[config.mk]
export PLATFORM = sky130hd
export DESIGN_NAME = cpu_mem_arbiter
export DESIGN_NICKNAME = d
export VERILOG_FILES = /design/src/rtl/arb_pkg.sv /design/src/rtl/arb_wait_timer.sv /design/src/rtl/cpu_mem_arbiter.sv
export SDC_FILE = /design/constraint.sdc
export NUM_CORES = 1
export LEC_CHECK = 0
export CORE_MARGIN = 10
export CORE_UTILIZATION = 32
export CTS_CLUSTER_DIAMETER = 80
export CTS_CLUSTER_SIZE = 10
export DETAILED_ROUTE_END_ITERATION = 8
export GPL_ROUTABILITY_DRIVEN = 0
export PLACE_DENSITY = 0.78
export SLEW_MARGIN = 20
export SYNTH_ARGS = -nofsm -noshare
export SYNTH_HDL_FRONTEND = slang
export SYNTH_SLANG_ARGS = --single-unit
[constraint.sdc]
create_clock -name clk -period 2.5 [get_ports clk]
set_clock_uncertainty 0.2 [all_clocks]
set_input_delay 0.5 -clock clk [delete_from_list [all_inputs] [get_ports clk]]
set_output_delay 0.5 -clock clk [all_outputs]
set_load 0.1 [all_outputs]
[src/rtl/arb_pkg.sv]
// rtl/arb_pkg.sv - shared types and sizing for the cpu_mem_arbiter fetch/data sequencer
package arb_pkg;

    localparam int ARB_ADDR_W   = 32;
    localparam int ARB_DATA_W   = 32;
    localparam int ARB_MAX_WAIT = 255;

    function automatic int arb_wait_width(input int max_wait);
        return (max_wait < 1) ? 1 : $clog2(max_wait + 1);
    endfunction

    localparam int ARB_WAIT_W = arb_wait_width(ARB_MAX_WAIT);

    typedef enum logic [2:0] {
        IDLE   = 3'd0,
        FETCH  = 3'd1,
        EXEC   = 3'd2,
        DATA   = 3'd3,
        COMMIT = 3'd4,
        HALT   = 3'd5
    } arb_state_e;

endpackage

[src/rtl/arb_wait_timer.sv]
// rtl/arb_wait_timer.sv - counts consecutive unanswered memory cycles and flags a timeout
module arb_wait_timer
    import arb_pkg::*;
#(
    parameter int MAX_WAIT = ARB_MAX_WAIT
) (
    input  logic clk,
    input  logic reset,
    input  logic active,
    input  logic ready,
    output logic expired
);

    localparam int W = arb_wait_width(MAX_WAIT);
    localparam logic [W-1:0] CNT_MAX  = W'(MAX_WAIT);
    localparam logic [W-1:0] CNT_LAST = W'(MAX_WAIT - 1);

    logic [W-1:0] cnt_q;
    logic [W-1:0] cnt_d;

    always_comb begin
        cnt_d = cnt_q;
        if (!active || ready) begin
            cnt_d = '0;
        end else if (cnt_q != CNT_MAX) begin
            cnt_d = cnt_q + 1'b1;
        end
    end

    // Fires on the wait cycle that brings the count up to MAX_WAIT.
    assign expired = active && !ready && (cnt_q == CNT_LAST);

    always_ff @(posedge clk or posedge reset) begin
        if (reset) begin
            cnt_q <= '0;
        end else begin
            cnt_q <= cnt_d;
        end
    end

endmodule

[src/rtl/cpu_mem_arbiter.sv]
// rtl/cpu_mem_arbiter.sv - serialises core fetch and LDR/STR onto one memory port, pulses cpu_en per instruction
// Optional ARB_PERF_CNT_EN adds instr_count and wait_count outputs.
module cpu_mem_arbiter
    import arb_pkg::*;
#(
    parameter int ADDR_W   = ARB_ADDR_W,
    parameter int DATA_W   = ARB_DATA_W,
    parameter int MAX_WAIT = ARB_MAX_WAIT
) (
    input  logic              clk,
    input  logic              reset,
    input  logic [ADDR_W-1:0] pc,
    output logic [DATA_W-1:0] instr,
    input  logic              data_req,
    input  logic              data_we,
    input  logic [ADDR_W-1:0] data_addr,
    input  logic [DATA_W-1:0] data_wdata,
    output logic [DATA_W-1:0] read_data,
    output logic              cpu_en,
    output logic              mem_req,
    output logic              mem_we,
    output logic [ADDR_W-1:0] mem_addr,
    output logic [DATA_W-1:0] mem_wdata,
    input  logic [DATA_W-1:0] mem_rdata,
    input  logic              mem_ready,
`ifdef ARB_PERF_CNT_EN
    output logic [31:0]       instr_count,
    output logic [31:0]       wait_count,
`endif
    output logic              err
);

    arb_state_e        state_q, state_d;
    logic [DATA_W-1:0] instr_q, instr_d;
    logic [DATA_W-1:0] rdata_q, rdata_d;
    logic              err_q, err_d;
    logic              mem_phase;
    logic              expired;

    assign mem_phase = (state_q == FETCH) || (state_q == DATA);

    arb_wait_timer #(
        .MAX_WAIT (MAX_WAIT)
    ) u_wait_timer (
        .clk     (clk),
        .reset   (reset),
        .active  (mem_phase),
        .ready   (mem_ready),
        .expired (expired)
    );

    always_comb begin
        state_d   = state_q;
        instr_d   = instr_q;
        rdata_d   = rdata_q;
        err_d     = err_q;
        mem_req   = 1'b0;
        mem_we    = 1'b0;
        mem_addr  = '0;
        mem_wdata = '0;
        cpu_en    = 1'b0;

        case (state_q)
            IDLE: begin
                state_d = FETCH;
            end
            FETCH: begin
                mem_req  = 1'b1;
                mem_addr = pc;
                if (mem_ready) begin
                    instr_d = mem_rdata;
                    state_d = EXEC;
                end else if (expired) begin
                    err_d   = 1'b1;
                    state_d = HALT;
                end
            end
            EXEC: begin
                if (data_req) begin
                    state_d = DATA;
                end else begin
                    cpu_en  = 1'b1;
                    state_d = FETCH;
                end
            end
            DATA: begin
                // The core holds data_* until cpu_en, so the request stays stable.
                mem_req   = 1'b1;
                mem_we    = data_we;
                mem_addr  = data_addr;
                mem_wdata = data_wdata;
                if (mem_ready) begin
                    if (!data_we) begin
                        rdata_d = mem_rdata;
                    end
                    state_d = COMMIT;
                end else if (expired) begin
                    err_d   = 1'b1;
                    state_d = HALT;
                end
            end
            COMMIT: begin
                cpu_en  = 1'b1;
                state_d = FETCH;
            end
            HALT: begin
                state_d = HALT;
            end
            default: begin
                state_d = IDLE;
            end
        endcase
    end

    always_ff @(posedge clk or posedge reset) begin
        if (reset) begin
            state_q <= IDLE;
            instr_q <= '0;
            rdata_q <= '0;
            err_q   <= 1'b0;
        end else begin
            state_q <= state_d;
            instr_q <= instr_d;
            rdata_q <= rdata_d;
            err_q   <= err_d;
        end
    end

    assign instr     = instr_q;
    assign read_data = rdata_q;
    assign err       = err_q;

`ifdef ARB_PERF_CNT_EN
    logic [31:0] instr_cnt_q, instr_cnt_d;
    logic [31:0] wait_cnt_q, wait_cnt_d;

    always_comb begin
        instr_cnt_d = instr_cnt_q;
        wait_cnt_d  = wait_cnt_q;
        if (cpu_en) begin
            instr_cnt_d = instr_cnt_q + 32'd1;
        end
        if (mem_phase && !mem_ready) begin
            wait_cnt_d = wait_cnt_q + 32'd1;
        end
    end

    always_ff @(posedge clk or posedge reset) begin
        if (reset) begin
            instr_cnt_q <= '0;
            wait_cnt_q  <= '0;
        end else begin
            instr_cnt_q <= instr_cnt_d;
            wait_cnt_q  <= wait_cnt_d;
        end
    end

    assign instr_count = instr_cnt_q;
    assign wait_count  = wait_cnt_q;
`endif

endmodule

# == After elaboration in Yosys (flattened, before gate mapping) ==
# Cells that the tools add are included.
# W data, S select, Z words.
# op_classes
eq_ne,7
bitwise_logic,2
shift,0
magnitude_cmp,0
n_reduce_logical,13
mux,13
addsub,1
div_mod_pow,0
multipliers,0
# ops
cell,count
$pmux W32 S2,1
$mux W32,1
$mux W8,2
$pmux W3 S5,1
$mux W3,3
$add A8 B1 Y8 const B,1
$eq A8 B8 Y1 const B,1
$ne A8 B8 Y1 const B,1
$eq A3 B2 Y1 const B,2
$eq A3 B3 Y1 const B,2
$reduce_and A3 Y1,2
$reduce_or A2 Y1,2
$eq A3 B1 Y1 const B,1
$logic_not A3 Y1,1
$mux W1,3
$logic_and A1 B1 Y1,2
$logic_not A1 Y1,2
$logic_or A1 B1 Y1,2
$mux W2,1
$not A1 Y1,2
$pmux W1 S2,1
$reduce_and A2 Y1,1
$reduce_bool A2 Y1,1
# word_totals
elab_cells,41
register_bits,76
mem_bits_ro,0
input_bits,133
latch_bits,0
ram_bits,0
memories,0
out_inout_bits,132

# == Longest topological paths before layout ==
# logic_depth
word_depth,7
ltp_mapped,6
depth_no_buf,5

# == Cells and area by module ==
# Synthesis repeated with hierarchy kept, for this count alone.
# hier_totals
hier_cells,315
hier_area_um2,3876.2
# modules_own_cells
module,instances,cells_per_inst,seq_area_each_um2,area_each_um2
cpu_mem_arbiter,1,269,1701.6,3434.5
arb_wait_timer,1,46,200.2,441.7

# == Worst setup path after synthesis ==
# Ideal clock, no wire load.
# synth_path
kind,reg-to-output
startpoint,register state_q[2]
endpoint,output port cpu_en
arrival_time_ns,2.244
stages_incl_launch_ff,7
path_slack_ns,-0.444
required_ns,1.800
n_path_buf,3
cell_sequence,dfrtp_1 -> buf_6 -> nor2b_4 -> buf_6 -> clkbuf_1 -> a21oi_1 -> nor2_1
# synth_between
elab_chain_len,2
elab_cells_between_ends,3
cone_classes,eq/ne: 2; mux: 1
# synth_lines
element,line_no,source
from (decl),cpu_mem_arbiter.sv:33,"arb_state_e state_q, state_d;"
from (signal assigned),cpu_mem_arbiter.sv:122,state_q <= state_d;
$eq A3 B3 Y1 or $eq A3 B2 Y1 (tied branches),cpu_mem_arbiter.sv:63,case (state_q)
$pmux W1 S2 (*),cpu_mem_arbiter.sv:63,
to (decl),cpu_mem_arbiter.sv:19,"output logic cpu_en,"
# Mark *: on every way between the ends. The rest lies on a longest branch, timed or not.

# == Worst setup path after layout ==
# layout_path
startpoint,register state_q[2]
endpoint,output port mem_addr[15]
# layout_between
elab_chain_len,2
elab_cells_between_ends,3
cone_classes,eq/ne: 2; mux: 1
# layout_lines
element,line_no,source
$eq A3 B2 Y1 or $eq A3 B1 Y1 (tied branches),cpu_mem_arbiter.sv:63,
$pmux W32 S2 (*),cpu_mem_arbiter.sv:63,
to (decl),cpu_mem_arbiter.sv:22,"output logic [ADDR_W-1:0] mem_addr,"
# Marks and branches as above.

==> impl.org <==
** Critical path
- Startpoint-to-endpoint class of the critical path :: reg -> out
- Among all stages on the critical path, the largest delay is contributed by dfrtp_2.
- The critical path ends at mem_addr[15].
- CP required :: 1.80 ns
- STA classifies the critical path startpoint as a flip-flop.
- The signal on the critical path passes through nand2b_1 > buf_6 > nor2_1 > buf_12.
- Delay of the slowest cell on the worst path :: about 0.48 ns
- Buffers and inverters on the worst path :: 2
- The worst setup path is captured at an output port.
- The critical path starts at state_q[2]$_DFF_PP0_.
- Arrival time worst endpoint :: 1.68 ns
- Along the worst path, the maximum fanout reaches 33.
- Critical register-to-register path startpoint :: state_q[2]$_DFF_PP0_
- Cell family contributing the most delay on the critical path :: flip-flops
- In this run the number of cells on the critical path is 4.
- The worst register-to-register path has a depth of 4.
- The endpoint identified for the worst register-to-register timing path is read_data[19]$_DFFE_PP0P_.
- R2R Setup Slk :: 0.62 ns

** Finish
- Post-layout instance count excluding filler cells :: around 730
- After the last flow step, the layout net total stands at around 720.
- The area growth from synthesis to layout is 97.6%.
- Share of final-layout standard cells stronger than drive strength 1 :: between 30% and 40%

** Clock network
- Clock latency of the later-clocked register in the worst-skew pair :: 0.33 ns
- CTS sink cnt :: 76
- H-Tree Depth :: 3
- Hold-fix buffers, CTS :: 0
- Number of buffers created by CTS :: 9
- After clock tree synthesis, the clock-pin slew on the worst setup and hold paths is around 0.060 ns.
- CTS tree :: built
- The tree is rooted in a clkbuf_16.
- The clock passes through at most 2 buffers.

** Synthesis
- The share of synthesized area in the top cell type comes to roughly 50%.
- The number of nets handed over by synthesis was 457.
- After synthesis, the share of cell area in mux cells is 27.4%.
- Counting flops with a built-in enable in the synthesized netlist gives 0.
- Leading post-synthesis cells by cell area :: dfrtp_1, mux2_2, mux2i_1
- After synthesis, the share of flip-flops with an asynchronous set or reset is 100%.
- FF+latch count, synth :: 76
- The share of the Yosys chip area taken by registers is 50.1%.
- Synthesized-area fraction occupied by and/or/nand/nor cells :: 14.3%
- Of all cell types, the one taking the most synthesized area is dfrtp_1.
- In this run the mean area of a mapped cell was ~12 µm².
- Compound-cell area share of the yosys netlist :: 3.07%
- The synthesized netlist occupies a cell area of 3800 µm².
- Dominant register cell in the synthesized netlist :: dfrtp_1
- After Yosys synthesis, XOR and XNOR cells account for 0% of the synthesized area.
- Yosys warnings :: 0
- The netlist uses 36 different library cells.
- Counting every instance in the synthesized netlist gives approximately 320.
- Post-Synth Adder-Cell Area :: 0.659%
- Main combinational cell family by area after synthesis :: multiplexers

** Detailed routing
- For this block, the initial DRC count from the detailed router was 127.
- In the routed layout, each cell is associated on average with a via count of just under 5.
- Summing over every cut layer, the via total after detailed routing is around 3.6k.
- The highest metal layer carrying signal wires in the routed design is met4.
- Met3 wire len :: 1.93 mm
- In the detailed route, the total length drawn on met2 is 7.56 mm.
- After detailed routing, the number of remaining DRC violations is 0.
- The count of nets left with antenna violations once routing finished came out at 0.
- The pre-antenna-repair detailed-routing pass consisted of 4 iterations.
- Average routed wire per standard cell :: 20.0 µm
- Post-route met1 wirelength :: 4.86 mm
- For this block, the routed nets add up to 14.6 mm of wire.

** Global routing
- The via count of the first global-routing pass is between 3k and 4k.
- First-pass GRT wire length :: between 20 and 25 mm
- Entering global routing, the biggest net connects 77 pins.
- Global route total overflow :: 0
- The number of antenna violations at the first check in global routing is 1.
- Global routing used 17.2% of the available tracks across all layers.

** Status
- The run finished with clean final reports.

** Placement
- Summed over all nets, the half-perimeter wirelength after detailed placement is around 12 mm.
- After detailed placement, the design holds a cell count of 713.
- Port buffering added 264 buffers.

** Min path
- The worst hold path begins at err$_DFFE_PP0P_.
- Kind of path behind the tightest hold check :: reg -> reg

** STA
- Setup violations remaining at the end of the flow were counted as 0.
- Pins Over Slew Limit :: 0
- Hold slack final :: 0.271 ns
- Highest achievable clock rate :: 0.420 GHz
- After layout, the minimum clock period comes to 2.38 ns.
- Least-Margin Pin Slew :: 0.509 ns
- Setup repair after global routing left no endpoint under its margin.
- The final hold violation count was 0.
- In this run the tightest slew margin relative to its limit is 66.0%.
- Final period util :: between 90% and 100%

** Floorplan
- Area of the core :: 11500 µm²
- For this design the top-level I/O count stands at around 270.
- The die covers 16600 µm².
- The die is 129 µm wide.
- Once the floorplan was initialized, standard cells occupied around a third of the core.
- The initialized floorplan defines 39 standard-cell rows.
- From bottom edge to top edge, the die measures 129 µm.

** Run
- Max cap viols :: 0
[worst min-delay path by stage]
stage | endpoint | depth (start not counted)
floorplan | state_q[0]$_DFF_PP0_ | 2
global placement | err$_DFFE_PP0P_ | 1
detailed placement | err$_DFFE_PP0P_ | 1
CTS | err$_DFFE_PP0P_ | 1
global route | err$_DFFE_PP0P_ | 1
finish | err$_DFFE_PP0P_ | 1
[per-layer routing]
| metal | vias to the layer above | global-route usage (%) |
|---|---|---|
| met5 | - | 0 |
| met4 | 0 | 6.15 |
| met3 | 17 | 10.8 |
| met2 | 179 | 30.2 |
| met1 | 1691 | 15.9 |
| li1 | 1673 | - |
[Yosys cell counts (all sizes together), types with 3 or more instances]
| library cell | number |
|---|---|
| a21oi | 6 |
| nor3b | 3 |
| inv | 7 |
| mux2i | 32 |
| buf | 12 |
| clkbuf | 12 |
| dfrtp | 76 |
| nor3 | 7 |
| nand3 | 3 |
| and3 | 34 |
| mux2 | 64 |
| nand2 | 5 |
| nor2 | 36 |
| a31oi | 3 |
[cell usage in the layout (no fill, tap or decap), types with 2 or more instances in the layout]
cell             synthesis  layout
clkdlybuf4s50_1          0     132
dfrtp_1                 76      74
buf_12                   0      72
buf_4                    3      68
mux2_2                  62      62
and3_1                  34      34
mux2i_1                 32      32
nor2_1                  36      29
clkbuf_16                0       9
nor2_2                   0       7
nor3_1                   6       6
inv_1                    7       6
a21oi_1                  6       6
nand2_1                  5       5
nand3_1                  3       3
a31oi_1                  3       3
bufinv_16                0       3
mux2_1                   2       2
nand4_1                  2       2
o21ai_0                  2       2
nor3b_1                  2       2
a211oi_1                 2       2
nor4_1                   2       2
ha_1                     2       2
clkbuf_8                 0       2
dfrtp_2                  0       2
[sequential cells by signal, summed over array words and instances (netlist names)]
register and cells:
state_q 3, err 1, read_data 32, u_wait_timer.cnt_q 8, instr 32
[final cells by class]
class / instances / area, µm²
diodes: 1 / 2.50
clock buffers: 12 / 256
multi-input cells: 215 / 1750
well taps: 143 / 179
inverters: 7 / 30.0
fillers: 844 / 4020
clock inverters: 4 / 95.1
flip-flops and latches: 76 / 1900
repair buffers: 273 / 3280
[cells by family (layout without fill, tap and decap cells)]
group                      Yosys count  after routing
AOI/OAI and AO/OA                   18             18
adders and majority gates            2              2
buffers and inverters               31            296
DFF                                 76             76
muxes                               96             96
other                                0              1
and+or+nand+nor                     99             99
[per-stage QoR]
stage	util [%]	cell area [µm²]	TNS, ns	setup WS (ns)
after floorplan	-	3800	-13.27	-0.435
after CTS	65.0	7480	0	0.000758
final	65.1	7500	0	0.116
after detailed placement	61.8	7120	0	0.154
after global placement	61.8	7120	0	0.193
after global routing	65.1	7500	0	0.0498
[what timing repair did]
action	4_1_cts	5_1_grt
gates resized for setup	1	7
endpoints found under the setup margin	2	33
buffers inserted	1	0
Power is left out: the tool's default activity adds up to more than one toggle a clock period on the data nets, which glitch-free logic cannot reach.
